$ cat config.mk
export PLATFORM = sky130hd
export DESIGN_NAME = tpu_run_controller
export DESIGN_NICKNAME = d
export VERILOG_FILES = /design/src/rtl/tpu_run_controller.sv
export SDC_FILE = /design/constraint.sdc
export NUM_CORES = 1
export LEC_CHECK = 0
export CAP_MARGIN = 20
export CORE_MARGIN = 2
export CORE_UTILIZATION = 50
export CTS_BUF_LIST = sky130_fd_sc_hd__clkbuf_16
export CTS_CLUSTER_DIAMETER = 60
export CTS_CLUSTER_SIZE = 14
export DETAILED_ROUTE_END_ITERATION = 10
export GPL_TIMING_DRIVEN = 0
export PLACE_DENSITY = 0.77
export SETUP_SLACK_MARGIN = 0.3
export SLEW_MARGIN = 20
export SYNTH_ARGS = -nofsm -noshare
export SYNTH_HDL_FRONTEND = slang
export SYNTH_SLANG_ARGS = --single-unit
export TNS_END_PERCENT = 1
$ cat constraint.sdc
create_clock -name clk -period 3.5 [get_ports clk]
set_input_delay 0.525 -clock clk [delete_from_list [all_inputs] [get_ports clk]]
set_output_delay 0.525 -clock clk [all_outputs]
set_load 0.02 [all_outputs]
$ cat src/rtl/tpu_run_controller.sv
// -----------------------------------------------------------------------------
// tpu_run_controller
//
// Top-level run sequencer for the 8x8 TPU datapath. One accepted start
// command performs, in order:
//   1. pop one weight set from the Weight FIFO while holding the array
//      weight-reload strobe for WLOAD_CYCLES cycles,
//   2. issue N consecutive Unified Buffer read addresses,
//   3. write N aligned result rows to the Results SRAM, PIPE_LATENCY cycles
//      after each corresponding UB read issue,
//   4. pulse done.
//
// Ports:
//   clk, rst          clock (rising edge), asynchronous active-high reset
//   start, abort      run request (sampled only in IDLE), synchronous cancel
//   num_rows          row count N, latched on an accepted start
//   rd_base, wr_base  first UB / Results SRAM address, latched on start
//   fifo_empty        Weight FIFO empty flag, checked only at start
//   fifo_read_enable  Weight FIFO pop
//   we_rl             systolic array weight reload
//   ub_rd, ub_addr    UB read issue valid / address
//   res_we, res_addr  Results SRAM write enable / address
//   busy, done, err   run in progress, completion pulse, rejected-start pulse
//
// Optional feature (macro TPU_RUN_CTRL_PERF_EN):
//   perf_cycles       saturating count of busy cycles for the most recent run
//
// Every output is driven by a flop. Outputs are computed from the next
// state and next counter values, so they line up with the state the FSM
// occupies in the same cycle.
// -----------------------------------------------------------------------------
module tpu_run_controller #(
    parameter int ADDRESSSIZE  = 10,
    parameter int ROWCNT_BW    = 8,
    parameter int WLOAD_CYCLES = 8,
    parameter int PIPE_LATENCY = 17
) (
    input  logic                   clk,
    input  logic                   rst,
    input  logic                   start,
    input  logic                   abort,
    input  logic [ROWCNT_BW-1:0]   num_rows,
    input  logic [ADDRESSSIZE-1:0] rd_base,
    input  logic [ADDRESSSIZE-1:0] wr_base,
    input  logic                   fifo_empty,
    output logic                   fifo_read_enable,
    output logic                   we_rl,
    output logic                   ub_rd,
    output logic [ADDRESSSIZE-1:0] ub_addr,
    output logic                   res_we,
    output logic [ADDRESSSIZE-1:0] res_addr,
    output logic                   busy,
    output logic                   done,
    output logic                   err
`ifdef TPU_RUN_CTRL_PERF_EN
    ,
    output logic [31:0]            perf_cycles
`endif
);

    localparam int WCNT_BW = (WLOAD_CYCLES > 1) ? $clog2(WLOAD_CYCLES) : 1;

    typedef enum logic [2:0] {
        IDLE  = 3'd0,
        WLOAD = 3'd1,
        FEED  = 3'd2,
        DRAIN = 3'd3,
        DONE  = 3'd4
    } state_t;

    state_t state, state_nxt;

    logic [ROWCNT_BW-1:0]   num_q;
    logic [ADDRESSSIZE-1:0] rd_base_q;
    logic [ADDRESSSIZE-1:0] wr_base_q;
    logic [WCNT_BW-1:0]     wcnt, wcnt_nxt;
    logic [ROWCNT_BW-1:0]   rd_idx, rd_idx_nxt;
    logic [ROWCNT_BW-1:0]   wr_idx;

    // Write-back delay line: pipe[k] is ub_rd delayed by k cycles, so
    // pipe[PIPE_LATENCY] is the Results SRAM write enable itself.
    logic [PIPE_LATENCY:1]  pipe, pipe_d, pipe_shift;
    logic                   pre_we;

    logic accept, err_req, kill;

    logic                   fre_d, we_rl_d, ub_rd_d, busy_d, done_d, err_d;
    logic [ADDRESSSIZE-1:0] ub_addr_d, res_addr_d;

    assign accept  = (state == IDLE) && start && !abort && !fifo_empty;
    assign err_req = (state == IDLE) && start && !abort &&  fifo_empty;
    assign kill    = abort && (state != IDLE);

    assign res_we  = pipe[PIPE_LATENCY];

    // pre_we is high the cycle before a write; with a one-cycle latency
    // that is the UB issue strobe itself.
    generate
        if (PIPE_LATENCY == 1) begin : g_lat1
            assign pre_we     = ub_rd;
            assign pipe_shift = ub_rd;
        end else begin : g_latn
            assign pre_we     = pipe[PIPE_LATENCY-1];
            assign pipe_shift = {pipe[PIPE_LATENCY-1:1], ub_rd};
        end
    endgenerate

    // ---------------------------------------------------------------- state
    always_ff @(posedge clk or posedge rst) begin
        if (rst) begin
            state <= IDLE;
        end else begin
            state <= state_nxt;
        end
    end

    // ----------------------------------------------------------- next state
    always_comb begin
        state_nxt = state;
        case (state)
            IDLE: begin
                if (accept) begin
                    state_nxt = WLOAD;
                end
            end
            WLOAD: begin
                if (wcnt == WCNT_BW'(WLOAD_CYCLES - 1)) begin
                    state_nxt = (num_q == '0) ? DONE : FEED;
                end
            end
            FEED: begin
                if (rd_idx == num_q - ROWCNT_BW'(1)) begin
                    state_nxt = DRAIN;
                end
            end
            DRAIN: begin
                // Result rows form one contiguous train, so the last write
                // is the one not followed by another.
                if (res_we && !pre_we) begin
                    state_nxt = DONE;
                end
            end
            DONE: begin
                state_nxt = IDLE;
            end
            default: begin
                state_nxt = IDLE;
            end
        endcase
        if (kill) begin
            state_nxt = IDLE;
        end
    end

    // --------------------------------------------------------------- outputs
    always_comb begin
        wcnt_nxt = '0;
        if (state_nxt == WLOAD && state == WLOAD) begin
            wcnt_nxt = wcnt + WCNT_BW'(1);
        end

        rd_idx_nxt = '0;
        if (state_nxt == FEED && state == FEED) begin
            rd_idx_nxt = rd_idx + ROWCNT_BW'(1);
        end

        fre_d   = (state_nxt == WLOAD) && (state != WLOAD);
        we_rl_d = (state_nxt == WLOAD);
        ub_rd_d = (state_nxt == FEED);
        busy_d  = (state_nxt == WLOAD) || (state_nxt == FEED) ||
                  (state_nxt == DRAIN);
        done_d  = (state_nxt == DONE);
        err_d   = err_req;

        ub_addr_d = '0;
        if (ub_rd_d) begin
            ub_addr_d = rd_base_q + ADDRESSSIZE'(rd_idx_nxt);
        end

        res_addr_d = '0;
        if (pre_we && !kill) begin
            res_addr_d = wr_base_q + ADDRESSSIZE'(wr_idx);
        end

        // Abort discards every row still in flight.
        pipe_d = kill ? '0 : pipe_shift;
    end

    // ----------------------------------------------- datapath and registers
    always_ff @(posedge clk or posedge rst) begin
        if (rst) begin
            num_q            <= '0;
            rd_base_q        <= '0;
            wr_base_q        <= '0;
            wcnt             <= '0;
            rd_idx           <= '0;
            wr_idx           <= '0;
            pipe             <= '0;
            fifo_read_enable <= 1'b0;
            we_rl            <= 1'b0;
            ub_rd            <= 1'b0;
            ub_addr          <= '0;
            res_addr         <= '0;
            busy             <= 1'b0;
            done             <= 1'b0;
            err              <= 1'b0;
        end else begin
            if (accept) begin
                num_q     <= num_rows;
                rd_base_q <= rd_base;
                wr_base_q <= wr_base;
                wr_idx    <= '0;
            end else if (kill) begin
                wr_idx    <= '0;
            end else if (pre_we) begin
                wr_idx    <= wr_idx + ROWCNT_BW'(1);
            end
            wcnt             <= wcnt_nxt;
            rd_idx           <= rd_idx_nxt;
            pipe             <= pipe_d;
            fifo_read_enable <= fre_d;
            we_rl            <= we_rl_d;
            ub_rd            <= ub_rd_d;
            ub_addr          <= ub_addr_d;
            res_addr         <= res_addr_d;
            busy             <= busy_d;
            done             <= done_d;
            err              <= err_d;
        end
    end

`ifdef TPU_RUN_CTRL_PERF_EN
    // Counts cycles with busy high; cleared by an accepted start and held
    // after the run ends.
    always_ff @(posedge clk or posedge rst) begin
        if (rst) begin
            perf_cycles <= '0;
        end else if (accept) begin
            perf_cycles <= '0;
        end else if (busy && (perf_cycles != '1)) begin
            perf_cycles <= perf_cycles + 32'd1;
        end
    end
`endif

endmodule

After elaboration in Yosys (flattened, before gate mapping)
Cells that the tools add are included.
{"block": "word_totals", "wordCells": 67, "output_inout_bits": 27, "in_bits": 33, "ff_bits": 93}
{"block": "op_classes", "addsub": 6, "muxes": 15, "n_reduce_logical": 20, "n_eq_ne": 10}
{"op": "8-bit 2-to-1 mux", "n": 4}
{"op": "3-bit 2-to-1 mux", "n": 7}
{"op": "10-bit by 8-bit adder with 10-bit output", "n": 2}
{"op": "10-bit 2-to-1 mux", "n": 2}
{"op": "17-bit 2-to-1 mux", "n": 1}
{"op": "8-bit by 1-bit adder with 8-bit output (second input constant)", "n": 2}
{"op": "3-bit by 2-bit == test with 1-bit output (second input constant)", "n": 4}
{"op": "3-bit case mux with 4 select lines", "n": 1}
{"op": "1-bit logical AND", "n": 10}
{"op": "8-bit == test", "n": 1}
{"op": "8-bit zero test", "n": 1}
{"op": "8-bit by 1-bit subtractor with 8-bit output (second input constant)", "n": 1}
{"op": "3-bit by 1-bit == test with 1-bit output (second input constant)", "n": 2}
{"op": "3-bit == test (second input constant)", "n": 2}
{"op": "3-bit nonzero test", "n": 2}
{"op": "1-bit zero test", "n": 4}
{"op": "3-bit by 1-bit adder with 3-bit output (second input constant)", "n": 1}
{"op": "3-bit zero test", "n": 1}
{"op": "3-bit by 1-bit inequality test with 1-bit output (second input constant)", "n": 1}
{"op": "1-bit logical OR", "n": 2}

Logic depth before layout (Yosys ltp)
{"block": "logic_depth", "ltp_word": 12, "ltp_mapped": 18, "ltp_nobuf": 17}

Worst setup path before layout
No wires, ideal clock.
{"block": "synth_path", "path_type": "register to register", "from": "register num_q[0]", "to": "register ub_addr[9]", "required_ps": 3370, "arrival_ps": 3297, "period_less_slack_ps": 3428, "path_stages_with_launch": 17, "slack_ps": 72, "setup_time_ps": 130, "path_cell_list": "dfrtp_1 inv_1 ha_1 xnor2_1 or4_1 a2111oi_4 o21a_1 buf_6 buf_12 nor4_2 ha_1 a21oi_1 o21ai_0 o21ai_0 nor3_1 a31oi_1 a211oi_2"}
{"block": "synth_between", "elab_chain_len": 10, "elab_cells_between_ends": 13, "cone_classes": "add/sub: 2; eq/ne: 2; mux: 7; reduce/logical: 2"}
{"element": "start, declared", "line": "73", "source": "logic [ROWCNT_BW-1:0] num_q;"}
{"element": "start signal, assigned", "line": "209", "source": "num_q <= num_rows;"}
{"element": "8-bit by 1-bit subtractor with 8-bit output or 8-bit zero test (tied branches)", "line": "132, 128"}
{"element": "8-bit == test or 3-bit 2-to-1 mux (tied branches)", "line": "132, 128"}
{"element": "3-bit 2-to-1 mux (on tied branches)", "line": "132, 127"}
{"element": "3-bit case mux with 4 select lines *", "line": "120", "source": "case (state)"}
{"element": "3-bit 2-to-1 mux *", "line": "150", "source": "if (kill) begin"}
{"element": "3-bit by 2-bit == test with 1-bit output *", "line": "163", "source": "if (state_nxt == FEED && state == FEED) begin"}
{"element": "1-bit logical AND *", "line": "163"}
{"element": "8-bit 2-to-1 mux *", "line": "163"}
{"element": "net rd_idx_nxt[1]", "line": "77", "source": "logic [ROWCNT_BW-1:0] rd_idx, rd_idx_nxt;"}
{"element": "10-bit by 8-bit adder with 10-bit output *", "line": "177", "source": "ub_addr_d = rd_base_q + ADDRESSSIZE'(rd_idx_nxt);"}
{"element": "10-bit 2-to-1 mux *", "line": "176", "source": "if (ub_rd_d) begin"}
{"element": "net ub_addr_d[9]", "line": "88", "source": "logic [ADDRESSSIZE-1:0] ub_addr_d, res_addr_d;"}
{"element": "end signal, assigned", "line": "224", "source": "ub_addr <= ub_addr_d;"}
{"element": "end, declared", "line": "49", "source": "output logic [ADDRESSSIZE-1:0] ub_addr,"}
The timed path passes the listed nets; every way through them passes the cells marked *.
A chain may end at the register's enable or synchronous reset.

Final worst setup path
{"block": "layout_path", "from": "register num_q[3]", "to": "register ub_addr[6]"}
Same word-level chain as after synthesis.

==> metrics.txt <==
Yosys reg bits just over 90; site row count 34; Post-synth ARST share between 90% and 100%; Hold Crit Class flop to flop; Place WS -0.675 ns; Core Footprint 0.00868 sq mm; worst endpoint required time 3.72 ns; share of cells above drive strength 1 between 20% and 30%; Final #Nets roughly 540; number of global-route vias before repair approximately 3400; Post-CTS Hold Fix Bufs 0; Critical Path Sink Type flop; WL per Instance ~17 um; drc violations 0; Reg-to-Reg Start num_q[3]; Worst slew margin 51.2%; outcome completed; PwrDens 555 mW/mm^2; most frequent cells in the layout dfrtp_1, clkdlybuf4s50_1, nor2_1; # H-tree levels 3; HP Start pipe[4]; Reg2Reg Capture Point ub_addr[6]; routed via count 3230; multi-input logic area 0.00224 sq mm; initial antenna violation count 0; Total GRT Usage 20.3%; DRT iter0 DRCs around 110; pin count of the biggest net entering global routing 55; DP Wirelength ~6300 um; worst slew pin tran approximately 0.71 ns; Final Hold Fails 0; cell area after synthesis about 0.0045 sq mm; PnR Total Power roughly 3.3 mW; Final Util 68.1%; startpoint types flop; IO Count 60; hold endpoint pipe[5]; n_diodes 0; root buffer cell clkbuf_16; die height 98.5 um; worst hold slack around 0.45 ns; post-route ant nets 0; cell leakage power 2.62 nW; sequential-to-total area share from yosys stat a little over half; GRT overflow 0; Max clock buf depth 2; TritonRoute pass-1 iters 4; Total Die Area roughly 0.0097 sq mm; Post-Syn Nets between 400 and 500; setup TNS 0 ns; Post-synth EDFFs 0; total wire length 9830 um; cts bufs inserted 9; CTS tree yes; Arrival @ worst endpoint around 3.7 ns; buffers added on ports roughly 60; critical path class flop to flop; Sink Count 93; Synth Warn # 0; average size of a mapped cell ~12 sq um; placed cells about 550; Mapped Cells 385; RePlAce Congestion between 0.8 and 0.9; Final Non-Filler Cells 594; most common cell after layout, fill and taps aside dfrtp_1; final worst setup slack between 0.05 and 0.06 ns; r2r setup slk ~0.051 ns; FMAX just under 300 MHz; Seq. cell area roughly 0.0023 sq mm; Final Cycle Share a little over nine tenths; Slew Limit Fails 0; Final Cell Area about 0.0059 sq mm; first-pass GRT wire length between 15000 and 20000 um; fillers 640; max cap viols 0; DP Area 0.00526 sq mm; Tmin final 3.45 ns; dominant synthesized flop cell dfrtp_1; hold path depth 1; Final setup viols 0; area grow syn2layout 32.4%; vias per cell 5.44; Die W about 99 um; Initial Util roughly half; maximum VDD drop around 0.29 mV; Clock Skew roughly 0.0064 ns; Max FO, Critical Path 5; Clock Latency Late Sink 0.34 ns; RSZ-0062 raised after global routing true; Clock Pin Slew Worst Setup and Hold Paths about 0.06 ns; cells on worst reg2reg path 16; post-synth cell types 52
flip-flops by register name, indices dropped and copies added, names as in the netlist, 3 cells and up:
name,count
wr_base_q,10
res_addr,10
wr_idx,8
wcnt,3
rd_idx,8
state,3
rd_base_q,10
pipe,17
ub_addr,10
num_q,8
Yosys cell counts, drive strengths merged (2+ instances only):
master    n  area, sq um
a2111oi   2         36.3
nand4     3         18.8
or3       2         17.5
a31oi     3         18.8
and2     19          119
or4       2         15.0
dfrtp    93         2330
o31a      2         18.8
clkbuf    7         26.3
and3      6         37.5
a21o      4         30.0
inv      11         41.3
nor3b     2         20.0
ha       22          275
xnor2    13          114
nor2     28          108
nor4     13         93.8
o21a      5         37.5
nand3b    2         15.0
o21ai    16         80.1
nand3     7         35.0
fa        2         40.0
a21oi     9         45.0
nor2b     6         37.5
xor2     20          175
mux2     25          282
nand2b    6         37.5
nand2    17         63.8
nor3     14          100
buf       7         56.3
a211oi    4         35.0
or2       3         18.8
worst max-delay path by stage:
stage / start / endpoint / slack, ns / depth (start not counted)
6_report: num_q[3] / ub_addr[6] / 0.05 / 16
5_1_grt: wcnt[1] / ub_addr[6] / -0.14 / 18
4_1_cts: num_q[0] / ub_addr[9] / 0.05 / 16
3_5_place_dp: abort / ub_addr[9] / -0.67 / 14
3_3_place_gp: rst / pipe[14] / -0.76 / 2
2_1_floorplan: num_q[0] / ub_addr[5] / 0.28 / 16
final cells by class:
type	count	share of cell area [%]
Buffer	14	1.57
Clock inverter	7	0.720
Inverter	11	0.741
Timing Repair Buffer	85	13.5
Clock buffer	9	3.81
Tap cell	108	2.29
Multi-Input combinational cell	267	38.0
Sequential cell	93	39.5
critical path, stage by stage, from the launching register on:
cell and delay, ns:
dfrtp_2 0.42, or3_4 0.44, o31a_1 0.27, nand2_1 0.09, a31oi_2 0.10, o21a_1 0.23, buf_6 0.16, nor4_4 0.16
ha_2 0.25, inv_2 0.05, fa_2 0.39, nor2b_4 0.15, o21ai_2 0.09, a21oi_2 0.18, nor2_1 0.08, xor2_1 0.21
nor3_2 0.06
report_power, final:
part,internal (mW),switching (mW),total [mW]
registers,1.26,0.152,1.41
logic,0.509,0.474,0.983
clock network,0.476,0.408,0.884
total,2.25,1.03,3.28
cell families after synthesis:
| group | count (synthesis) | share of synthesized area [%] |
|---|---|---|
| and+or+nand+nor | 134 | 17.3 |
| DFF | 93 | 52.1 |
| AOI/OAI and AO/OA | 50 | 7.73 |
| xor gates and xnor gates | 33 | 6.47 |
| muxes | 26 | 6.53 |
| buffers and inverters | 25 | 2.77 |
| adders and majority gates | 24 | 7.06 |
routing by layer:
metal	up-vias	track usage, %	wire, um	part of all wire (%)
li1	1540	-	-	-
met5	-	0	0	0
met3	21	4.04	380	3.9
met2	76	34.9	5130	52
met1	1593	25.9	4090	42
met4	0	6.53	237	2.4
timing repair:
action | in CTS | in global routing
cloned | 1 | 1
resized for setup | 15 | 30
buffers inserted | 8 | 15
endpoints found under the setup margin | 8 | 9
pin swaps | 12 | 24
endpoints found under the hold margin | 0 | 0
Note: power is estimated with default switching activity, not from simulation.
